File: src/rtl/hex_display_mm.sv
// Avalon-MM seven-segment display peripheral: per-digit hex/raw/blink registers,
// global blank and lamp-test, registered segment outputs with selectable polarity.
module hex_display_mm #(
  parameter int unsigned NUM_DIGITS = 6,
  parameter int unsigned BLINK_DIV  = 25_000_000,
  parameter bit          ACTIVE_LOW = 1'b1
) (
  input  logic                    clk_clk,
  input  logic                    reset_reset,
  input  logic [3:0]              avs_address,
  input  logic                    avs_read,
  input  logic                    avs_write,
  input  logic [31:0]             avs_writedata,
  output logic [31:0]             avs_readdata,
  output logic [NUM_DIGITS*7-1:0] hex_export
);

  localparam int unsigned PW          = (BLINK_DIV > 1) ? $clog2(BLINK_DIV) : 1;
  localparam logic [3:0]  CTRL_ADDR   = 4'd14;
  localparam logic [3:0]  STATUS_ADDR = 4'd15;

  logic [3:0]              nibble   [NUM_DIGITS];
  logic                    raw      [NUM_DIGITS];
  logic [6:0]              raw_segs [NUM_DIGITS];
  logic                    blink_en [NUM_DIGITS];
  logic                    blank_all;
  logic                    lamp_test;
  logic [PW-1:0]           presc;
  logic                    blink_phase;
  logic [NUM_DIGITS*7-1:0] seg_q;
  logic [NUM_DIGITS*7-1:0] seg_d;
  logic [31:0]             rd_mux;
  logic                    unused_wdata;

  assign unused_wdata = ^{avs_writedata[31:17], avs_writedata[15], avs_writedata[7:5]};

  function automatic logic [6:0] hex_decode(input logic [3:0] n);
    logic [6:0] s;
    case (n)
      4'h0: s = 7'h3F;
      4'h1: s = 7'h06;
      4'h2: s = 7'h5B;
      4'h3: s = 7'h4F;
      4'h4: s = 7'h66;
      4'h5: s = 7'h6D;
      4'h6: s = 7'h7D;
      4'h7: s = 7'h07;
      4'h8: s = 7'h7F;
      4'h9: s = 7'h6F;
      4'hA: s = 7'h77;
      4'hB: s = 7'h7C;
      4'hC: s = 7'h39;
      4'hD: s = 7'h5E;
      4'hE: s = 7'h79;
      default: s = 7'h71;
    endcase
    return s;
  endfunction

  // Read mux sees pre-edge register values, so a same-cycle write returns the old data.
  always_comb begin
    rd_mux = '0;
    for (int unsigned i = 0; i < NUM_DIGITS; i++) begin
      if (avs_address == 4'(i)) begin
        rd_mux = {15'd0, blink_en[i], 1'b0, raw_segs[i], 3'd0, raw[i], nibble[i]};
      end
    end
    if (avs_address == CTRL_ADDR) begin
      rd_mux = {30'd0, lamp_test, blank_all};
    end
    if (avs_address == STATUS_ADDR) begin
      rd_mux = {16'(NUM_DIGITS), 15'd0, blink_phase};
    end
  end

  always_comb begin
    seg_d = '0;
    for (int unsigned i = 0; i < NUM_DIGITS; i++) begin
      if (lamp_test) begin
        seg_d[7*i +: 7] = '1;
      end else if (blank_all || (blink_en[i] && blink_phase)) begin
        seg_d[7*i +: 7] = '0;
      end else if (raw[i]) begin
        seg_d[7*i +: 7] = raw_segs[i];
      end else begin
        seg_d[7*i +: 7] = hex_decode(nibble[i]);
      end
    end
  end

  always_ff @(posedge clk_clk) begin
    if (reset_reset) begin
      for (int unsigned i = 0; i < NUM_DIGITS; i++) begin
        nibble[i]   <= '0;
        raw[i]      <= 1'b0;
        raw_segs[i] <= '0;
        blink_en[i] <= 1'b0;
      end
      blank_all    <= 1'b0;
      lamp_test    <= 1'b0;
      presc        <= '0;
      blink_phase  <= 1'b0;
      avs_readdata <= '0;
      seg_q        <= '0;
    end else begin
      if (presc == PW'(BLINK_DIV - 1)) begin
        presc       <= '0;
        blink_phase <= ~blink_phase;
      end else begin
        presc <= presc + 1'b1;
      end

      if (avs_write) begin
        for (int unsigned i = 0; i < NUM_DIGITS; i++) begin
          if (avs_address == 4'(i)) begin
            nibble[i]   <= avs_writedata[3:0];
            raw[i]      <= avs_writedata[4];
            raw_segs[i] <= avs_writedata[14:8];
            blink_en[i] <= avs_writedata[16];
          end
        end
        if (avs_address == CTRL_ADDR) begin
          blank_all <= avs_writedata[0];
          lamp_test <= avs_writedata[1];
        end
      end

      if (avs_read) begin
        avs_readdata <= rd_mux;
      end

      seg_q <= seg_d;
    end
  end

  assign hex_export = ACTIVE_LOW ? ~seg_q : seg_q;

endmodule

File: config.mk
export PLATFORM = sky130hd
export DESIGN_NAME = hex_display_mm
export DESIGN_NICKNAME = d
export VERILOG_FILES = /design/src/rtl/hex_display_mm.sv
export SDC_FILE = /design/constraint.sdc
export NUM_CORES = 1
export LEC_CHECK = 0
export CORE_MARGIN = 2
export CORE_UTILIZATION = 35
export CTS_CLUSTER_SIZE = 24
export DETAILED_ROUTE_END_ITERATION = 16
export PLACE_DENSITY = 0.57
export SKIP_CTS_REPAIR_TIMING = 1
export SLEW_MARGIN = 5
export SYNTH_ARGS = -nofsm -noshare
export SYNTH_HDL_FRONTEND = slang
export SYNTH_SLANG_ARGS = --single-unit
File: constraint.sdc
create_clock -name clk_clk -period 2.4 [get_ports clk_clk]
set_input_delay 0.72 -clock clk_clk [delete_from_list [all_inputs] [get_ports clk_clk]]
set_output_delay 0.72 -clock clk_clk [all_outputs]
set_load 0.05 [all_outputs]
==> out/qor.yml, run 1 <==
status: "finished clean"
cts_buffers: 17
drive_above_1_share_pct: 12.3
path_class: "reg -> out"
setup_viol: 0
slew_headroom_pct: 49.9
drc: 0
ir_worst_vdd_v: 0.000398
grt_pass1_vias: 6230
synth.most_common_cell: "dfxtp_1"
ant_nets: 0
placed_cells: 1306
io_pins: 114
p_leak_nw: 4.28
cts-root-buf: "clkbuf_16"
max_cap_viol_count: 0
instances_no_fill: 1338
design_area_mm2: 0.0108
cts_tree: "done"
critPathTopFamily: "buffers and inverters"
hold_viol: 0
die_w_um: 163
grt_pass1_wl_um: 36300
drv_slew: 0
overflow: 0
end_kind: "output pin"
ys_ff_latch: 162
fin_tns_setup_ns: 0
cp.depth: 1
routed_wl_um: 23700
clk_pin_slew_ns: 0.06
area_growth_pct: 22.2
yosys.area.top_type: "edfxtp_1"
seq_area_mm2: 0.00402
post_dp_cell_area_mm2: 0.0103
dpl.hpwl_um: 17400
cpPeakStageDelay_ns: 0.82
ys_warn_count: 0
yosys-top-cells-area: "edfxtp_1 (27%), dfxtp_1 (19%), and2_1 (5.8%)"
multi_input_area_mm2: 0.00424
antenna_found_initial: 2
vias_per_cell: 5.08
wl_per_cell_um: 17.7
async_flop_share_pct: 0
synth_cells: 902
rows: 58
hold_depth: 2
grtUsageTotal_pct: 18.3
fin_skew_ns: 0.0111
worst_pin_slew_ns: 0.748
firstDrtPassIters: 5
synthTopCellsByCount: "dfxtp_1 (84), and2_1 (82), edfxtp_1 (78)"
period_needed_ns: 2.34
critPathMaxFanout: 2
ff2ff_path_depth: 6
cp.arrival_ns: 1.62
crit_slowest_cell: "clkdlybuf4s50_1"
vias: 6803
crit_buf_inv: 1
ys_seq_area_share_pct: 45.5
synthFlopType: "dfxtp_1"
first_iter_violations: 401
dieArea_mm2: 0.0265
cts_buffer_depth: 2
initial_core_util_pct: 35.4
synth_edf_count: 78
path_cells: "clkdlybuf4s50_1"
syn_area_mm2: 0.00884
core_area_mm2: 0.0250
finalCritPeriodShare_pct: 97.5
synth_cell_types: 64
rsz0062_at_grt: "no"
grt_max_degree: 37
syn_area_per_cell_um2: 9.80
gp_congestion: 0.884
antenna_cells: 0
insertion_delay_ns: 0.43
power.density_mw_per_mm2: 641
io_buffers: 77
max_freq_mhz: 427
yosysTopAreaCellShare_pct: 26.5
cp-start-kind: "flip-flop"
cts_max_level: 4
die_h_um: 163
clock_sinks: 162
required_ns: 1.68
hp-class: "reg -> reg"
fillers: 2420
nets: 1066
utilization_pct: 43.2
-- logic make-up after synthesis --
| kind of cell | share of synthesized area [%] |
|---|---|
| AOI/OAI and AO/OA | 15.1 |
| xor gates and xnor gates | 1.09 |
| adders and majority gates | 4.39 |
| buffers and inverters | 7.16 |
| DFF | 45.5 |
| muxes | 5.78 |
| other | 0.0424 |
| and+or+nand+nor | 20.9 |
-- flip-flops by register name (all words and copies together) (netlist names) --
signal	count
raw_segs	42
seg_q	42
presc	25
nibble	24
avs_readdata	14
blink_en	6
raw	6
blank_all	1
blink_phase	1
lamp_test	1
-- path summary, 6_finish.rpt --
check,startpoint,end,slack (ns)
worst min register to register,avs_readdata[16],avs_readdata[16],0.48
worst max-delay path,avs_readdata[10],avs_readdata[10],0.06
worst max register to register,nibble[3][1],seg_q[23],0.46
worst min-delay path,avs_readdata[16],avs_readdata[16],0.48
-- routing by layer --
metal  share of wire (%)  GRT usage (%)  wire length (um)  up-vias
li1                    -              -                 -     3343
met1                  45           24.9             10800     3236
met2                  47           29.1             11100      193
met3                 5.2           2.95              1220       29
met4                 2.6           7.12               615        2
met5               0.055              0                13        -
-- cell type report --
cell class	instances	area share (%)
Multi-Input combinational cell	614	39.3
Tap cell	330	3.82
Inverter	71	2.47
Timing Repair Buffer	129	12.2
Sequential cell	162	37.3
Clock inverter	14	0.985
Clock buffer	18	3.97
-- report_power, final --
part / switching [mW] / total (mW) / internal [mW]
Sequential: 0.181 / 3.24 / 3.06
Clock: 1.15 / 2.49 / 1.33
Combinational: 0.715 / 1.19 / 0.478
-- stage by stage --
step	power, mW	setup WS [ns]	hold WS [ns]
CTS	7.00	-0.0129	0.485
floorplan	4.04	0.361	0.438
global placement	4.49	-0.211	0.453
finish	6.92	0.0603	0.477
global route	7.20	0.00214	0.497
detailed placement	4.50	-0.255	0.470
-- placed cells by master, fill, tap and decap left out, types with 7 or more instances in the layout --
cell,n
a211oi_1,19
a21oi_1,59
and2_1,82
and3_1,15
and3b_1,10
buf_12,12
buf_4,40
clkbuf_16,17
clkdlybuf4s50_1,75
conb_1,17
dfxtp_1,84
edfxtp_1,78
ha_1,31
inv_1,71
mux2i_1,15
mux4_2,13
nand2_1,75
nand2b_1,8
nand3_1,12
nor2_1,31
nor2b_1,18
nor3b_1,13
o21a_1,11
o21ai_0,38
o31a_1,17
o31ai_1,19
or2_2,11
or4_1,7
xor2_1,9
No activity file was read; power rests on OpenSTA's default activity.
==> run 2, diff against run 1 <==
Settings changed: PLACE_DENSITY 0.57 to 0.59.
==> run 2 against run 1 <==
Against the previous run:
- clock skew increased by 0.0019 ns
- highest routed layer is now met4
- routed wire length decreased by 1.7%
- count of clock-buffer cells in the layout increased by 2
- critical path depth unchanged
- cell count decreased by 0.67%
- non-clock buffer count decreased by 9
- sequential power about the same
- utilization about the same
- first-iteration DRC count increased by 29%
- clock power increased by 10%
- largest cell class unchanged
- global-route usage decreased by 0.50 points
- via count decreased by 0.65%
==> out/qor.yml, run 2 (synthesis results as in run 1) <==
wl_per_cell_um: 17.5
highest_layer: "met4"
design_area_mm2: 0.0108
drv_slew: 0
p_comb_share_pct: 16.4
worst_pin_slew_ns: 0.826
critPathMaxFanout: 2
cts_buffers: 17
die_h_um: 163
swShare_pct: 29.2
grt_max_degree: 37
vias: 6759
placed_cells: 1297
power.density_mw_per_mm2: 664
utilization_pct: 43.3
required_ns: 1.68
setup_viol: 0
cpPeakStageDelay_ns: 0.84
dieArea_mm2: 0.0265
core_area_mm2: 0.0250
p_leak_nw: 4.27
firstDrtPassIters: 6
die_w_um: 163
instances_no_fill: 1329
layout_commonest_cell: "dfxtp_1"
max_cap_viol_count: 0
hp-class: "reg -> reg"
grt_pass1_wl_um: 35500
finalCritPeriodShare_pct: 98.4
ir_worst_vdd_v: 0.000337
path_class: "reg -> out"
cts-root-buf: "clkbuf_16"
insertion_delay_ns: 0.43
power_frac_seq_pct: 45.2
crit_slowest_cell: "clkdlybuf4s50_1"
clock_sinks: 162
rsz0062_at_grt: "no"
area_growth_pct: 22.3
grtUsageTotal_pct: 17.8
drc: 0
cts_buffer_depth: 2
overflow: 0
cp.arrival_ns: 1.64
timing.hold.ws_ns: 0.469
io_pins: 114
wl_met3_um: 1160
path_cells: "clkdlybuf4s50_1"
io_buffers: 77
status: "finished clean"
top_regs: "raw_segs (42), seg_q (42), presc (25)"
p_sw_mw: 2.10
critPathTopFamily: "buffers and inverters"
fin_tns_setup_ns: 0
fin_skew_ns: 0.0131
slew_headroom_pct: 44.7
routed-wl-met2_um: 11000
routed_wl_um: 23300
initial_core_util_pct: 35.4
final_cell_mix: "dfxtp_1 (84), and2_1 (82), edfxtp_1 (78)"
gp_congestion: 0.869
rows: 58
internal-power_mw: 5.08
post_dp_cell_area_mm2: 0.0102
cts_max_level: 4
vias_per_cell: 5.09
cts_tree: "done"
antenna_cells: 0
dpl.hpwl_um: 17000
hold_viol: 0
grt_pass1_vias: 6254
antenna_found_initial: 1
end_kind: "output pin"
clkPwrFrac_pct: 38.4
crit_buf_inv: 1
nets: 1057
max_freq_mhz: 424
clk_pin_slew_ns: 0.07
ant_nets: 0
period_needed_ns: 2.36
wl_met1_um: 10500
first_iter_violations: 518
cp-start-kind: "flip-flop"
drive_above_1_share_pct: 11.9
[run 2: cell count changes in the layout (fill, tap and decap cells not counted), sizes merged]
cell,previous run,this run
buf,52,44
clkbuf,18,20
clkinv,9,5
clkinvlp,1,0
dlymetal6s2s,2,1
inv,75,78
[run 2: metal layers]
layer  GRT usage (%)  vias up
met5               0        -
met4            5.95        0
met3            3.59       30
met2            28.9      174
met1            23.6     3231
li1                -     3324
[run 2: worst paths after layout]
| path | slack (ns) | from | cells after the start | endpoint |
|---|---|---|---|---|
| max | 0.04 | avs_readdata[10] | 1 | avs_readdata[10] |
| min | 0.47 | avs_readdata[16] | 2 | avs_readdata[16] |
| max reg2reg | 0.48 | nibble[2][1] | 6 | seg_q[16] |
| min reg2reg | 0.47 | avs_readdata[16] | 2 | avs_readdata[16] |
[run 2: stage by stage]
stage | power [mW] | setup slack [ns]
floorplan | 4.04 | 0.361
global placement | 4.48 | -0.152
global route | 7.47 | 0.0144
detailed placement | 4.48 | -0.188
finish | 7.18 | 0.0389
CTS | 7.24 | -0.0112
[run 2: layout make-up]
type,instances,area (um^2)
Clock buffer,20,500
Clock inverter,12,105
Fill cell,2393,14200
Inverter,71,267
Multi-Input combinational cell,614,4240
Sequential cell,162,4020
Tap cell,330,413
Timing Repair Buffer,120,1260
[run 2: power by group through the flow]
| stage | combinational (mW) | sequential (mW) | clock [mW] |
|---|---|---|---|
| floorplan | 0.809 | 3.23 | 0 |
| global placement | 1.18 | 3.30 | 0 |
| detailed placement | 1.18 | 3.30 | 0 |
| CTS | 1.19 | 3.24 | 2.81 |
| global route | 1.26 | 3.26 | 2.94 |
| finish | 1.18 | 3.24 | 2.75 |
==> run 3, diff against run 2 <==
Settings changed: CTS_BUF_LIST set to sky130_fd_sc_hd__clkbuf_8, CTS_CLUSTER_SIZE 24 to not set.
==> run 3 against run 2 <==
Against the previous run:
- non-clock buffer count is the same
- first-iteration DRC count grew 1.5%
- worst hold slack gained 0.0039 ns
- count of clock-buffer cells in the layout shrank 3
- critical endpoint is now avs_readdata[18]
==> out/qor.yml, run 3 (synthesis results as in run 1) <==
status: "finished clean"
cts-root-buf: "clkbuf_8"
p_comb_share_pct: 17.8
dpl.hpwl_um: 17000
cts_max_level: 4
cts_buffer_depth: 2
seq_area_mm2: 0.00402
cts_buffers: 17
initial_core_util_pct: 35.4
r2r_slack_ns: 0.47
hold_viol: 0
ir_worst_vdd_v: 0.000276
vias: 6805
clkPwrFrac_pct: 33.1
p_sw_mw: 2.02
finalCritPeriodShare_pct: 97.8
rsz0062_at_grt: "no"
placed_cells: 1297
max_cap_viol_count: 0
die_h_um: 163
clock_sinks: 162
required_ns: 1.68
design_area_mm2: 0.0107
instances_no_fill: 1329
cp-start-kind: "flip-flop"
drc: 0
crit_slowest_cell: "clkdlybuf4s50_1"
insertion_delay_ns: 0.47
grt_pass1_wl_um: 35400
end_kind: "output pin"
drv_slew: 0
fin_tns_setup_ns: 0
layout_commonest_cell: "dfxtp_1"
io_pins: 114
die_w_um: 163
overflow: 0
wl_per_cell_um: 17.6
clk_pin_slew_ns: 0.09
slew_headroom_pct: 44.2
firstDrtPassIters: 5
io_buffers: 77
hp-class: "reg -> reg"
period_needed_ns: 2.35
area_growth_pct: 20.7
multi_input_area_mm2: 0.00424
vias_per_cell: 5.12
critPathMaxFanout: 3
antenna_cells: 0
core_area_mm2: 0.0250
p_leak_nw: 4.36
post_dp_cell_area_mm2: 0.0102
fin_skew_ns: 0.0141
path_class: "reg -> out"
cts_tree: "done"
drive_above_1_share_pct: 11.9
power_frac_seq_pct: 49.1
rows: 58
layout_setup_ws_ns: 0.0518
fillers: 2419
critPathTopFamily: "buffers and inverters"
cp.arrival_ns: 1.63
crit_buf_inv: 1
internal-power_mw: 4.59
worst_pin_slew_ns: 0.833
max_freq_mhz: 426
grtUsageTotal_pct: 17.7
grt_pass1_vias: 6261
gp_congestion: 0.869
final_cell_mix: "dfxtp_1 (84), and2_1 (82), edfxtp_1 (78)"
antenna_found_initial: 1
power.density_mw_per_mm2: 619
swShare_pct: 30.5
path_cells: "clkdlybuf4s50_1"
setup_viol: 0
dieArea_mm2: 0.0265
top_regs: "raw_segs (42), seg_q (42), presc (25)"
routed_wl_um: 23400
first_iter_violations: 526
post-place-ws_ns: -0.188
ant_nets: 0
cpPeakStageDelay_ns: 0.81
nets: 1057
grt_max_degree: 37
==> run 3: worst paths after layout <==
| check | cells after the start | end | start |
|---|---|---|---|
| setup / recovery | 1 | avs_readdata[18] | avs_readdata[17] |
| hold / removal | 2 | avs_readdata[16] | avs_readdata[16] |
| setup reg to reg | 6 | seg_q[16] | nibble[2][1] |
| hold reg to reg | 2 | avs_readdata[16] | avs_readdata[16] |
==> run 3: cell type report <==
cell class / count / share of cell area [%]
Multi-Input combinational cell: 614 / 39.8
Timing Repair Buffer: 120 / 12.1
Clock buffer: 17 / 2.19
Clock inverter: 15 / 1.83
Inverter: 71 / 2.50
Sequential cell: 162 / 37.7
Tap cell: 330 / 3.87
==> run 3: worst min-delay path: stages (launching register included) <==
cell     delay [ns]
dfxtp_1        0.33
nand2_1        0.06
a21oi_1        0.05
==> run 3: stage by stage <==
stage | hold slack (ns) | power [mW] | utilization, %
final | 0.473 | 6.61 | 42.7
after global routing | 0.479 | 6.88 | 42.7
after floorplan | 0.438 | 4.04 | -
after CTS | 0.468 | 6.66 | 42.6
after global placement | 0.449 | 4.48 | 40.9
after detailed placement | 0.453 | 4.48 | 40.9
==> run 3: power by group through the flow <==
stage,clock [mW],sequential (mW),combinational [mW]
after floorplan,0,3.23,0.809
after global placement,0,3.30,1.18
after detailed placement,0,3.30,1.18
after CTS,2.24,3.24,1.19
after global routing,2.36,3.26,1.26
final,2.19,3.24,1.18
==> run 3: layer usage <==
metal / wire length (um) / global-route usage (%)
met2: 11200 / 29.1
met3: 1070 / 3.36
met4: 541 / 6.07
met5: 0 / 0
met1: 10600 / 23.4
